<file path="src/rtl/pulse_capture.sv">
`default_nettype none
// +---------------------------------------------------------------------------+
// | Module   : pulse_capture                                                   |
// | Purpose  : Detects rising edges on pulse_in and stores the free-running    |
// |            cycle timestamp of each edge in a show-ahead FIFO. Level,       |
// |            sticky overflow, dropped-edge counter and a registered irq are  |
// |            exposed for firmware.                                           |
// | Options  : PULSE_CAPTURE_DROP_CNT_EN - when defined, drop_cnt is an 8-bit  |
// |            saturating count of dropped edges; otherwise it is tied to 0.   |
// | Revision : 1.0 - initial release                                           |
// +---------------------------------------------------------------------------+
module pulse_capture #(
  parameter int TS_W       = 32,
  parameter int DEPTH      = 8,
  parameter int IRQ_THRESH = 1
) (
  input  logic                       clk,
  input  logic                       rst_n,
  input  logic                       pulse_in,
  input  logic                       clear,
  input  logic                       rd_en,
  output logic [TS_W-1:0]            rd_data,
  output logic                       rd_valid,
  output logic [$clog2(DEPTH):0]     level,
  output logic                       overflow,
  output logic [7:0]                 drop_cnt,
  output logic                       irq
);

  localparam int              AW       = $clog2(DEPTH);
  localparam int              PW       = AW + 1;
  localparam logic [PW-1:0]   THRESH_L = PW'(IRQ_THRESH);

  logic [TS_W-1:0] ts_q, ts_d;
  logic            pulse_prev_q;
  logic [PW-1:0]   wr_ptr_q, wr_ptr_d;
  logic [PW-1:0]   rd_ptr_q, rd_ptr_d;
  logic            overflow_q, overflow_d;
  logic            irq_q, irq_d;
  logic [TS_W-1:0] mem_q [DEPTH];

  logic            edge_det;
  logic            empty;
  logic            full;
  logic            pop;
  logic            push;
  logic            drop;
  logic [PW-1:0]   level_w;

  // Occupancy decode and push/pop/drop qualification; clear overrides both sides.
  always_comb begin
    edge_det = pulse_in & ~pulse_prev_q;
    empty    = (wr_ptr_q == rd_ptr_q);
    full     = (wr_ptr_q[AW] != rd_ptr_q[AW]) &&
               (wr_ptr_q[AW-1:0] == rd_ptr_q[AW-1:0]);
    level_w  = wr_ptr_q - rd_ptr_q;
    pop      = rd_en & ~empty & ~clear;
    // A pop in the same cycle frees the slot, so a full FIFO still accepts the edge.
    push     = edge_det & (~full | pop) & ~clear;
    drop     = edge_det & full & ~pop & ~clear;
  end

  // Next-state for timestamp, pointers, sticky overflow and irq.
  always_comb begin
    ts_d       = ts_q + 1'b1;
    wr_ptr_d   = wr_ptr_q;
    rd_ptr_d   = rd_ptr_q;
    overflow_d = overflow_q;
    irq_d      = (level_w >= THRESH_L) | overflow_q;
    if (clear) begin
      rd_ptr_d   = wr_ptr_q;
      overflow_d = 1'b0;
    end else begin
      if (push) wr_ptr_d = wr_ptr_q + 1'b1;
      if (pop)  rd_ptr_d = rd_ptr_q + 1'b1;
      if (drop) overflow_d = 1'b1;
    end
  end

  // Control and status registers, cleared asynchronously.
  always_ff @(posedge clk or negedge rst_n) begin
    if (!rst_n) begin
      ts_q         <= '0;
      pulse_prev_q <= 1'b0;
      wr_ptr_q     <= '0;
      rd_ptr_q     <= '0;
      overflow_q   <= 1'b0;
      irq_q        <= 1'b0;
    end else begin
      ts_q         <= ts_d;
      pulse_prev_q <= pulse_in;
      wr_ptr_q     <= wr_ptr_d;
      rd_ptr_q     <= rd_ptr_d;
      overflow_q   <= overflow_d;
      irq_q        <= irq_d;
    end
  end

  // FIFO storage; contents are meaningless until written, so no reset.
  always_ff @(posedge clk) begin
    if (push) mem_q[wr_ptr_q[AW-1:0]] <= ts_q;
  end

`ifdef PULSE_CAPTURE_DROP_CNT_EN
  logic [7:0] drop_cnt_q, drop_cnt_d;

  // Saturating dropped-edge counter.
  always_comb begin
    drop_cnt_d = drop_cnt_q;
    if (clear) begin
      drop_cnt_d = 8'd0;
    end else if (drop && (drop_cnt_q != 8'hFF)) begin
      drop_cnt_d = drop_cnt_q + 8'd1;
    end
  end

  // Counter register.
  always_ff @(posedge clk or negedge rst_n) begin
    if (!rst_n) drop_cnt_q <= 8'd0;
    else        drop_cnt_q <= drop_cnt_d;
  end

  assign drop_cnt = drop_cnt_q;
`else
  assign drop_cnt = 8'd0;
`endif

  assign rd_data  = mem_q[rd_ptr_q[AW-1:0]];
  assign rd_valid = ~empty;
  assign level    = level_w;
  assign overflow = overflow_q;
  assign irq      = irq_q;

endmodule
`default_nettype wire

</file>
<file path="config.mk">
export PLATFORM = sky130hd
export DESIGN_NAME = pulse_capture
export DESIGN_NICKNAME = d
export VERILOG_FILES = /design/src/rtl/pulse_capture.sv
export SDC_FILE = /design/constraint.sdc
export NUM_CORES = 1
export LEC_CHECK = 0
export ABC_AREA = 1
export BUFFER_PORTS_ARGS = -buffer_cell sky130_fd_sc_hd__buf_2
export CORE_MARGIN = 1.5
export CORE_UTILIZATION = 55
export CTS_CLUSTER_SIZE = 24
export DETAILED_ROUTE_END_ITERATION = 7
export PLACE_DENSITY = 0.75
export RECOVER_POWER = 25
export SLEW_MARGIN = 20
export SYNTH_ARGS = -nofsm -noshare
export SYNTH_HDL_FRONTEND = slang
export SYNTH_SLANG_ARGS = --single-unit
</file>
<file path="constraint.sdc">
create_clock -name clk -period 4.6 [get_ports clk]
set_input_delay 0.46 -clock clk [delete_from_list [all_inputs] [get_ports clk]]
set_output_delay 0.46 -clock clk [all_outputs]
set_load 0.02 [all_outputs]
</file>
Word-level counts from Yosys, hierarchy flattened

Memories as Yosys holds them, arrays and structs flattened.
Cells that the tools add are included.

Bits in registers: 43
RAM bits: 256
Output and inout bits: 47
Logic and storage cells: 40
Memories: 1

Memories:

| memory | words | width | read ports | clocked after Yosys merged registers in | wr ports | RTL line | text |
|---|---|---|---|---|---|---|---|
| mem_q  | 8     | 32    | 1          | 0                                       | 1        | 40       | `logic [TS_W-1:0] mem_q [DEPTH];` |

Add/subtract/negate cells: 4
$lt $le $gt $ge: 1
Equality and inequality tests: 3
Multiplexer cells: 6
Bitwise operators: 15
Reduce and logical (&&, ||, !) cells: 4

Operator list:

| kind                    | number |
|---|---|
| $add A32 B1 Y32 const B | 1 |
| $add A4 B1 Y4 const B   | 2 |
| $and A1 B1 Y1           | 8 |
| $mux W4                 | 2 |
| $not A1 Y1              | 5 |
| $eq A4 B4 Y1            | 1 |
| $ge A4 B1 Y1 const B    | 1 |
| $mux W1                 | 4 |
| $reduce_bool A2 Y1      | 2 |
| $sub A4 B4 Y4           | 1 |
| $eq A3 B3 Y1            | 1 |
| $or A1 B1 Y1            | 2 |
| $reduce_and A2 Y1       | 1 |
| $logic_and A1 B1 Y1     | 1 |
| $ne A1 B1 Y1            | 1 |

Longest topological paths before layout

Gate-level depths: netlist (run 1).

Depth after elaboration: 9
Depth in mapped cells: 11

Worst setup path after synthesis (run 1)

No wires, ideal clock.

Path type: reg-to-reg
Start point: register rd_ptr_q[2]
End point: memory mem_q[1][0], enable pin
Library setup time: 461 ps
Arrival time: 3887 ps
Data required time: 4139 ps
Slack: 252 ps
Stages on the path, launching flop included: 10
Buffers on the path: 2
Period minus slack after synthesis: 4348 ps
Path through: dfrtp_1 buf_2 clkinv_1 clkbuf_1 ha_1 nand2_1 nor2_1 o211ai_1 nand2_2 nor3_1

Cells in the longest elaborated chain, start to end: 9

RTL lines:

| item                              | RTL line | text |
|---|---|---|
| from (decl)                       | 37       | `logic [PW-1:0] rd_ptr_q, rd_ptr_d;` |
| from (signal assigned)            | 93       | `rd_ptr_q <= rd_ptr_d;` |
| $eq A4 B4 Y1                      | 53       | `empty = (wr_ptr_q == rd_ptr_q);` |
| $not A1 Y1                        | 57       | `pop = rd_en & ~empty & ~clear;` |
| $and A1 B1 Y1 (2 in series)       | 57       |  |
| $or A1 B1 Y1 (*)                  | 59       | `push = edge_det & (~full \| pop) & ~clear;` |
| $and A1 B1 Y1 (*) (2 in series)   | 59       |  |
| $mux W1 (*)                       | 101      | `if (push) mem_q[wr_ptr_q[AW-1:0]] <= ts_q;` |
| $mux W1 (not written as such) (*) | 101      |  |
| to (decl)                         | 40       |  |

Every way passes the cells marked *; elsewhere a longest branch is shown, timed or not.

Final worst setup path (run 1)

Start point: register rd_ptr_q[0]
End point: output port rd_data[4]

Cells in the longest elaborated chain, start to end: 1

RTL lines:

| item           | RTL line | text |
|---|---|---|
| $mem_v2 Z8 W32 | -        |  |
| to (decl)      | 22       | `output logic [TS_W-1:0] rd_data,` |

Every way passes these cells.

==> results of run 1 <==
cell usage after synthesis, drive strengths merged (2+ instances only):
cell type,count
a21oi,2
buf,39
clkbuf,20
dfrtp,43
edfxtp,256
ha,6
inv,22
nand2,223
nand3,9
nand3b,15
nand4,2
nor2,187
nor3,4
o21ai,137
o22ai,64
xnor2,7
xor2,13
final cells by class:
type                       count  area [um^2]  area share
sequential                   299         8768      0.6304
timing repair buffer          61        379.1     0.02726
inverter                      23        88.84    0.006387
clock buffer                  34        744.5     0.05353
multi-input combinational    681         3294      0.2369
tap                          280        350.3     0.02519
clock inverter                17        282.8     0.02033
worst register-to-register path, stage by stage (launching register included):
cell      delay, ps
dfrtp_4         830
ha_1            360
inv_1            90
nor2_1           80
o211ai_1        200
nand3_1         430
nor2_4          560
buf_4           400
flip-flops by register name, indices dropped and copies added (netlist names):
register / flops
rd_ptr_q: 4
overflow: 1
irq: 1
pulse_prev_q: 1
ts_q: 32
mem_q: 256
wr_ptr_q: 4
layout by cell type (no fill, tap or decap), types with 2 or more instances in the layout:
cell,instances
clkbuf_1,6
o22ai_1,64
buf_2,41
a21oi_1,2
nor3_2,4
o21ai_0,86
inv_1,17
inv_2,4
nor2_2,4
bufinv_16,8
nand4_1,2
nor2_4,7
ha_1,6
o21ai_1,36
clkbuf_16,29
buf_4,16
nand3_1,8
clkinv_2,3
conb_1,8
buf_12,2
nand2_1,222
xor2_1,13
o21ai_2,15
edfxtp_1,256
clkinv_1,6
nor2_1,176
nand3b_1,15
dfrtp_1,41
xnor2_1,7
cell families (layout without fill, tap and decap cells):
family / count (synthesis) / after routing / synth area share
AOI/OAI and AO/OA: 205 / 205 / 0.09387
adders and majority gates: 7 / 7 / 0.007638
buffers and inverters: 82 / 135 / 0.03779
and+or+nand+nor: 441 / 441 / 0.1424
xor gates and xnor gates: 20 / 20 / 0.01407
other: 1 / 8 / 0.0003012
DFF: 299 / 299 / 0.7039
routing by layer:
layer	part of all wire	track usage
met2	0.49	0.3866
met3	0.057	0.02382
met5	0	0
met1	0.43	0.3103
met4	0.025	0.07721
path summary, 6_finish.rpt:
| kind | start | end | slack [ps] |
|---|---|---|---|
| setup / recovery | rd_ptr_q[0] | rd_data[4] | 1160 |
| min in group asynchronous | rst_n | overflow | 450 |
| max in group asynchronous | rst_n | rd_ptr_q[0] | 3700 |
| hold reg to reg | overflow | irq | 530 |
| hold / removal | pulse_in | pulse_prev_q | 50 |
| setup reg to reg | rd_ptr_q[0] | mem_q[6][14] | 1320 |
power by group:
part           internal [mW]  total [mW]  switching (mW)
combinational          0.801        2.58            1.77
sequential              3.02        3.15           0.130
clock                   1.60        2.55           0.955
total                   5.42        8.28            2.86
stage by stage:
stage                     setup slack, ps  total power, mW  hold slack, ps  cell area, um^2
after global placement               1349            5.740           504.9            12870
final                                1161            8.280           49.41            13910
after detailed placement             1305            5.784           519.1            12870
after floorplan                     251.9            5.140           164.4            12480
after global routing                952.2            8.711           36.43            13910
after CTS                            1115            8.328           18.06            13900
repair_timing:
action | CTS | global route
hold buffers | 0 | 1
endpoints found under the hold margin | 0 | 43
gates resized for setup | 0 | 0
==> metrics.md, run 1 <==
| Metric | Value |
|---|---|
| DRC viols | `0` |
| Yosys top cell by area | `edfxtp_1` |
| Seq/Total Area, Yosys | `0.7039` |
| Vias per std cell | `5.740` |
| Clk root buf | `clkbuf_16` |
| Synth async-reset ratio | `0.1438` |
| Overall global routing resource usage | `0.2278` |
| PwrDens | `between 500 and 600 nW/um^2` |
| Worst skew pair latency | `between 500 and 600 ps` |
| Yosys top cell area share | `0.6175` |
| VDD IR-drop max | `approximately 0.00038 V` |
| Worst-path cell chain | `inv_4, buf_12, o21ai_0, o22ai_1, nand2_1, nand2_1, buf_2` |
| Floorplan row count | `between 50 and 60` |
| Vias in the first global route | `8041` |
| Cells after DPL | `roughly 1300` |
| FF+latch count, synth | `299` |
| Most common cell on crit path | `nand2_1` |
| First DRT Iteration DRCs | `724` |
| MaxCap Viol Count | `0` |
| Ports | `52` |
| Final period util | `0.7475` |
| Crit path capture type | `output port` |
| Buf+Inv Stages, Crit Path | `3` |
| First-pass GRT wire length | `roughly 42 mm` |
| RePlAce Congestion | `0.8671` |
| Core Util, Final | `0.6314` |
| CP Data Required Time | `around 4100 ps` |
| Pin count of the biggest net entering global routing | `72` |
| Worst-path fanout max | `70` |
| CTS clk-pin slew, worst paths | `60 ps` |
| Die area | `between 20000 and 25000 um^2` |
| Final Skew | `about 11 ps` |
| Prevailing post-synth register cell | `edfxtp_1` |
| Placeable Area | `~22000 um^2` |
| Final setup viols | `0` |
| Worst-case clock buffer depth | `3` |
| Non-filler cells, final | `~1400` |
| Initial core utilization | `0.5652` |
| Leak | `between 5 and 6 nW` |
| H-tree Lvls | `1` |
| Cts bufs inserted | `29` |
| Hold Path Depth | `1` |
| Worst Tran Pin Value | `875.6 ps` |
| Final Hold Fails | `0` |
| HP Class | `input port to register` |
| DP Wirelength | `between 15 and 20 mm` |
| Max incr delay on CP | `about 720 ps` |
| Antenna violations before repair | `0` |
| Drt first pass iters | `5` |
| Min Tclk post-route | `around 3400 ps` |
| Cell Area, Synth | `12450 um^2` |
| Area Growth Syn to Fin | `11.72%` |
| Reg2Reg Depth | `7` |
| Postcts setup bufs | `0` |
| WL/cell | `18.79 um` |
| Largest cells by area after synthesis | `edfxtp_1 (62%), dfrtp_1 (8.6%), nand2_1 (6.7%)` |
| Routed Antenna Nets | `0` |
| PortBufs | `between 40 and 50` |
| CTS tree | `done` |
| EDFF count, synth | `~260` |
| Slew HR | `0.4163` |
| Fill cell count | `about 1700` |
| # diodes | `0` |
| Warnings from Yosys | `0` |
| Yosys cell types | `36` |
| Worst setup SP type | `register` |
| Nets | `~1100` |
| Die width | `~150 um` |
| Gate Count Post-Synth | `approximately 1100` |
| Crit path kind | `register to output port` |
| Final wirelength | `about 26 mm` |
| Fmax | `a little under 300 MHz` |
| Critical path arrival | `between 2000 and 3000 ps` |
| RSZ-0062 raised after global routing | `no` |
| GRT Residual Overflow | `0` |
| Stages on the worst setup path | `7` |
| Final setup TNS | `0 ps` |
| Die H | `~150 um` |
| Final Max Tran Viols | `0` |
| # clock sinks | `about 300` |
| Mapped Avg Cell Area | `~12 um^2` |
| DR vias | `around 8000` |
| Outcome | `complete, no violations` |
| Crit-path slowest cell | `dfrtp_4` |
| Crit-path leading delay family | `buffers and inverters` |
| Ratio of cells with drive above 1 in the final layout | `0.1247` |
(Power assumes the default switching activity.)
==> run 2, diff against run 1 <==
--- a/config.mk
+++ b/config.mk
@@ -8,10 +8,10 @@
 export ABC_AREA = 1
 export BUFFER_PORTS_ARGS = -buffer_cell sky130_fd_sc_hd__buf_2
 export CORE_MARGIN = 1.5
-export CORE_UTILIZATION = 55
+export CORE_UTILIZATION = 59
 export CTS_CLUSTER_SIZE = 24
 export DETAILED_ROUTE_END_ITERATION = 7
-export PLACE_DENSITY = 0.75
+export PLACE_DENSITY = 0.77
 export RECOVER_POWER = 25
 export SLEW_MARGIN = 20
 export SYNTH_ARGS = -nofsm -noshare
==> constraint.sdc (replaced) <==
create_clock -name clk -period 3.3 [get_ports clk]
set_input_delay 0.33 -clock clk [delete_from_list [all_inputs] [get_ports clk]]
set_output_delay 0.33 -clock clk [all_outputs]
set_load 0.02 [all_outputs]
==> run 2 against run 1 <==
Clock skew about the same. Final cell count fell by 0.29%. Hold slack better by 40 ps. Routed wire length shrank 2.8%. Global-route usage grew 1.2 points. Register-to-register slack worse by 700 ps. Worst setup slack worse by 700 ps. Sequential share of layout area rose by 0.057 points. Non-clock buffer count up 5. Clock power increased by 27%. Critical endpoint is now rd_data[23]. Largest cell class unchanged.
==> metrics.md, run 2 (synthesis results as in run 1) <==
| Metric | Value |
|---|---|
| HP Class | `input port to register (unchanged)` |
| Worst R2R Setup Slack | `620 ps (was 1320 ps)` |
| Final Max Tran Viols | `0 (unchanged)` |
| Worst hold path startpoint | `clear (was pulse_in)` |
| Hold EP | `overflow (was pulse_prev_q)` |
| Switching Share | `0.3511 (was 0.3452)` |
| Die H | `148.3 um (was 153.5 um)` |
| Final WS setup | `458.8 ps (was 1161 ps)` |
| Area Growth Syn to Fin | `11.62% (was 11.72%)` |
| PortBufs | `43 (unchanged)` |
| Most common cell after layout, fill and taps aside | `edfxtp_1 (unchanged)` |
| First-pass GRT wire length | `40.78 mm (was 42.20 mm)` |
| Die width | `148.3 um (was 153.5 um)` |
| DRC viols | `0 (unchanged)` |
| Postcts setup bufs | `0 (unchanged)` |
| Crit path kind | `register to output port (unchanged)` |
| Ports | `52 (unchanged)` |
| Clock network fraction of design power | `0.289 (was 0.308)` |
| Vias in the first global route | `7682 (was 8041)` |
| Worst reg2reg path endpoint | `mem_q[4][20] (was mem_q[6][14])` |
| Cts bufs inserted | `28 (was 29)` |
| Reg2Reg Depth | `8 (was 7)` |
| Final hold slack | `89.42 ps (was 49.41 ps)` |
| Reg power frac | `0.385 (was 0.381)` |
| Leak | `5.079 nW (was 5.061 nW)` |
| First DRT Iteration DRCs | `669 (was 724)` |
| Min Tclk post-route | `~2800 ps` |
| Overall Power | `11.23 mW (was 8.280 mW)` |
| VDD IR-drop max | `0.0005573 V (was 0.0003826 V)` |
| Dpl ws | `657.2 ps (was 1305 ps)` |
| Clk root buf | `clkbuf_16 (unchanged)` |
| Slew HR | `0.4223 (was 0.4163)` |
| GRT Residual Overflow | `0 (unchanged)` |
| H-tree Lvls | `1 (unchanged)` |
| WL/cell | `18.33 um (was 18.79 um)` |
| Reg2reg start | `wr_ptr_q[0] (was rd_ptr_q[0])` |
| Die area | `21980 um^2 (was 23550 um^2)` |
| Final Skew | `10.72 ps (was 10.58 ps)` |
| Fill cell count | `1456 (was 1663)` |
| Antenna violations before repair | `0 (unchanged)` |
| Worst-path fanout max | `38 (was 70)` |
| DP Wirelength | `14.76 mm (was 15.02 mm)` |
| Nets | `1111 (was 1107)` |
| DR vias | `7924 (was 8007)` |
| Max reg flops | `256 (unchanged)` |
| P_sw | `3.944 mW (was 2.859 mW)` |
| Critical path arrival | `2510 ps (was 2980 ps)` |
| Initial core utilization | `0.6074 (was 0.5652)` |
| Ratio of cells with drive above 1 in the final layout | `0.1320 (was 0.1247)` |
| Final Hold Fails | `0 (unchanged)` |
| MaxCap Viol Count | `0 (unchanged)` |
| # diodes | `0 (unchanged)` |
| Overall global routing resource usage | `0.2401 (was 0.2278)` |
| Final wirelength | `25.49 mm (was 26.22 mm)` |
| RePlAce Congestion | `0.8542 (was 0.8671)` |
| Combinational Power Share | `0.327 (was 0.311)` |
| Internal power | `7.288 mW (was 5.422 mW)` |
| RSZ-0062 raised after global routing | `no (unchanged)` |
| Most frequent cells in the layout | `edfxtp_1 (256), nand2_1 (222), nor2_1 (176) (unchanged)` |
| Fmax | `~350 MHz` |
| PwrDens | `808.4 nW/um^2 (was 595.3 nW/um^2)` |
| Outcome | `complete, no violations (unchanged)` |
| Hold Path Depth | `2 (was 1)` |
| CTS tree | `done (unchanged)` |
| Pin count of the biggest net entering global routing | `69 (was 72)` |
| CP Data Required Time | `2970 ps (was 4140 ps)` |
| Final period util | `0.8610` |
| # clock sinks | `299 (unchanged)` |
| Vias per std cell | `5.697 (was 5.740)` |
| Worst-case clock buffer depth | `3 (unchanged)` |
| Crit path capture type | `output port (unchanged)` |
| Worst Tran Pin Value | `866.6 ps (was 875.6 ps)` |
| Floorplan row count | `52 (was 54)` |
| Final setup viols | `0 (unchanged)` |
| Routed Antenna Nets | `0 (unchanged)` |
| Drt first pass iters | `4 (was 5)` |
| Worst setup SP type | `register (unchanged)` |
| Placeable Area | `20490 um^2 (was 22030 um^2)` |
| CTS clk-pin slew, worst paths | `60 ps (about the same)` |
| Worst skew pair latency | `530 ps (was 550 ps)` |
[run 2: cell count changes in the layout (fill, tap and decap cells not counted), moves of 3 or more]
cell       delta
clkinv_2      +3
clkbuf_8      +8
clkinv_1      -5
nor3_2        -3
buf_4         +3
bufinv_16     -6
nor3_4        +3
[run 2: cell type report]
type	instances	area, um^2	area share
sequential	299	8768	0.6310
tap	270	337.8	0.02431
clock inverter	9	97.59	0.007023
multi-input combinational	681	3313	0.2384
inverter	23	88.84	0.006393
clock buffer	43	858.3	0.06177
timing repair buffer	66	431.7	0.03106
[run 2: worst max-delay path by stage]
stage                      startpoint            to  slack, ps  depth (start not counted)
after detailed placement  wr_ptr_q[0]  mem_q[1][15]        660                          8
after CTS                 rd_ptr_q[0]   rd_data[17]        450                          7
after floorplan           rd_ptr_q[2]   mem_q[0][0]       -220                          9
after global routing      rd_ptr_q[1]   rd_data[31]        310                          7
after global placement    wr_ptr_q[0]  mem_q[6][19]        690                          8
final                     rd_ptr_q[0]   rd_data[23]        460                          7
[run 2: layer usage]
layer,wire [um],track usage,vias to the layer above
met3,1345,0.02669,39
met5,0,0,-
met2,12490,0.3963,241
met4,512,0.07970,0
li1,-,-,3787
met1,11150,0.3386,3857
[run 2: metrics by stage]
step | area, um^2 | instances | util | setup TNS, ps
2_1_floorplan | 12500 | 1062 | - | -34980
3_3_place_gp | 12920 | 1337 | 0.6303 | 0
3_5_place_dp | 12920 | 1337 | 0.6303 | 0
4_1_cts | 13890 | 1391 | 0.6780 | 0
5_1_grt | 13900 | 1391 | 0.6780 | 0
6_report | 13900 | 1391 | 0.6780 | 0
[run 2: timing repair]
item                                   in CTS  in global routing
gates resized for setup                     0                  0
hold buffers                                2                  0
endpoints found under the hold margin      11                  0
[run 2: power by group through the flow]
stage / clock [mW] / combinational [mW] / sequential (mW)
after floorplan: 0 / 2.82 / 4.36
after global placement: 0 / 3.61 / 4.39
after detailed placement: 0 / 3.68 / 4.40
after CTS: 3.28 / 3.70 / 4.32
after global routing: 3.44 / 4.06 / 4.34
final: 3.24 / 3.67 / 4.32
[run 2: critical path, stage by stage, from the launching register on]
cell and delay, ps:
dfrtp_4 580, inv_4 290, buf_4 470, nor2_1 70
o22ai_1 210, nand2_1 80, nand2_1 90, buf_2 160
==> run 3, diff against run 2 <==
==> constraint.sdc (replaced) <==
create_clock -name clk -period 3.4 [get_ports clk]
set_input_delay 0.34 -clock clk [delete_from_list [all_inputs] [get_ports clk]]
set_output_delay 0.34 -clock clk [all_outputs]
set_load 0.02 [all_outputs]
==> run 3 against run 2 <==
Via count grew 0.49%. Routed wire length down 1.5%. Final cell count is essentially flat. Core utilization decreased by 0.23 points. Critical path type unchanged. Largest cell class unchanged. Highest routed layer unchanged.
==> metrics.md, run 3 (synthesis results as in run 1) <==
| Metric | Value |
|---|---|
| Worst-case clock buffer depth | `3 (unchanged)` |
| # clock sinks | `299 (unchanged)` |
| RePlAce Congestion | `0.8905 (was 0.8542)` |
| Buf+Inv Stages, Crit Path | `3 (unchanged)` |
| Overall Power | `10.90 mW (was 11.23 mW)` |
| Worst-path fanout max | `65 (was 38)` |
| Crit-path slowest cell | `buf_4 (was dfrtp_4)` |
| Slew HR | `0.4158 (was 0.4223)` |
| WL/cell | `18.07 um (was 18.33 um)` |
| Final setup viols | `0 (unchanged)` |
| Vias per std cell | `5.729 (was 5.697)` |
| DP Wirelength | `14.32 mm (was 14.76 mm)` |
| Worst setup SP type | `register (unchanged)` |
| RSZ-0062 raised after global routing | `no (unchanged)` |
| Worst skew pair latency | `540 ps (was 530 ps)` |
| Non-filler cells, final | `1390 (was 1391)` |
| Nets | `1110 (was 1111)` |
| Critical path arrival | `2580 ps (was 2510 ps)` |
| Leak | `5.047 nW (was 5.079 nW)` |
| Stages on the worst setup path | `7 (unchanged)` |
| Max incr delay on CP | `670 ps (was 580 ps)` |
| Clk root buf | `clkbuf_16 (unchanged)` |
| Initial core utilization | `0.6074 (unchanged)` |
| Final Skew | `7.861 ps (was 10.72 ps)` |
| Floorplan row count | `52 (unchanged)` |
| Final Hold Fails | `0 (unchanged)` |
| PortBufs | `43 (unchanged)` |
| Most common cell after layout, fill and taps aside | `edfxtp_1 (unchanged)` |
| Area Growth Syn to Fin | `11.25% (was 11.62%)` |
| Die width | `148.3 um (unchanged)` |
| Final Max Tran Viols | `0 (unchanged)` |
| Outcome | `complete, no violations (unchanged)` |
| Ratio of cells with drive above 1 in the final layout | `0.1295 (was 0.1320)` |
| GRT Residual Overflow | `0 (unchanged)` |
| Reg2Reg Depth | `8 (unchanged)` |
| # diodes | `0 (unchanged)` |
| Die H | `148.3 um (unchanged)` |
| Cts bufs inserted | `28 (unchanged)` |
| PwrDens | `786.8 nW/um^2 (was 808.4 nW/um^2)` |
| CTS tree | `done (unchanged)` |
| Hold Path Depth | `2 (unchanged)` |
| Hold EP | `overflow (unchanged)` |
| Fmax | `about 340 MHz` |
| DR vias | `7963 (was 7924)` |
| Vias in the first global route | `7685 (was 7682)` |
| Routed Antenna Nets | `0 (unchanged)` |
| Worst reg2reg path endpoint | `mem_q[2][20] (was mem_q[4][20])` |
| Worst R2R Setup Slack | `750 ps (was 620 ps)` |
| Worst Tran Pin Value | `876.3 ps (was 866.6 ps)` |
| Worst-path cell chain | `inv_2, buf_4, o21ai_0, o22ai_1, nand2_1, nand2_1, buf_2 (was inv_4, buf_4, nor2_1, o22ai_1, nand2_1, nand2_1, buf_2)` |
| H-tree Lvls | `1 (unchanged)` |
| Worst hold path startpoint | `clear (unchanged)` |
| Antenna violations before repair | `0 (unchanged)` |
| Crit path capture type | `output port (unchanged)` |
| Pin count of the biggest net entering global routing | `69 (unchanged)` |
| MaxCap Viol Count | `0 (unchanged)` |
| Crit path kind | `register to output port (unchanged)` |
| Die area | `21980 um^2 (unchanged)` |
| Reg2reg start | `wr_ptr_q[0] (unchanged)` |
| Cells after DPL | `1336 (was 1337)` |
| Most common cell on crit path | `nand2_1 (unchanged)` |
| HP Class | `input port to register (unchanged)` |
| Final wirelength | `25.12 mm (was 25.49 mm)` |
| First DRT Iteration DRCs | `679 (was 669)` |
| Final period util | `0.8587` |
| Min Tclk post-route | `about 2900 ps` |
| VDD IR-drop max | `0.0006166 V (was 0.0005573 V)` |
| CTS clk-pin slew, worst paths | `70 ps (was 60 ps)` |
| Postcts setup bufs | `0 (unchanged)` |
| DRC viols | `0 (unchanged)` |
| Overall global routing resource usage | `0.2313 (was 0.2401)` |
| Placeable Area | `20490 um^2 (unchanged)` |
| CP Data Required Time | `3060 ps (was 2970 ps)` |
| Most frequent cells in the layout | `edfxtp_1 (256), nand2_1 (222), nor2_1 (176) (unchanged)` |
| Drt first pass iters | `5 (was 4)` |
| First-pass GRT wire length | `39.95 mm (was 40.78 mm)` |
| Max reg flops | `256 (unchanged)` |
| Worst Setup SP | `rd_ptr_q[1] (was rd_ptr_q[0])` |
| Ports | `52 (unchanged)` |
| Crit-path leading delay family | `buffers and inverters (unchanged)` |
-- run 3: cell count changes in the layout (fill, tap and decap cells not counted), sizes merged --
cell | previous run | this run
buf | 63 | 62
clkbuf | 44 | 43
clkinv | 7 | 8
-- run 3: final cells by class --
cell class,instances,area (um^2)
inverter,23,88.84
clock buffer,42,834.6
timing repair buffer,65,424.2
sequential,299,8768
clock inverter,10,101.3
fill,1461,6645
tap,270,337.8
multi-input combinational,681,3294
-- run 3: stage by stage --
stage	setup slack (ps)	hold slack, ps	utilization	TNS, ps	cell area, um^2
4_1_cts	485.2	2.187	0.6752	0	13840
3_5_place_dp	765.7	470.7	0.6291	0	12890
2_1_floorplan	-948.0	44.41	-	-93050	12490
6_report	480.5	77.46	0.6758	0	13850
5_1_grt	347.2	96.34	0.6758	0	13850
3_3_place_gp	828.1	467.2	0.6291	0	12890
-- run 3: power by group --
group | total, mW | switching (mW) | internal, mW
clock | 3.11 | 1.27 | 1.84
combinational | 3.62 | 2.50 | 1.11
sequential | 4.17 | 0.0745 | 4.09
-- run 3: timing repair --
item,CTS,global route
hold buffers,1,1
resized for setup,0,0
hold endpoints to repair,1,43
-- run 3: how the worst max path moves through the flow --
stage | endpoint | slack (ps)
3_5_place_dp | mem_q[2][16] | 770
5_1_grt | rd_data[31] | 350
2_1_floorplan | mem_q[1][0] | -950
6_report | rd_data[31] | 480
4_1_cts | rd_data[31] | 490
3_3_place_gp | mem_q[2][15] | 830
-- run 3: metal layers --
metal,GRT usage,wire [um],up-vias
li1,-,-,3780
met1,0.3243,10890,3873
met2,0.3867,12170,255
met3,0.02699,1483,55
met4,0.06931,569,0
met5,0,0,-
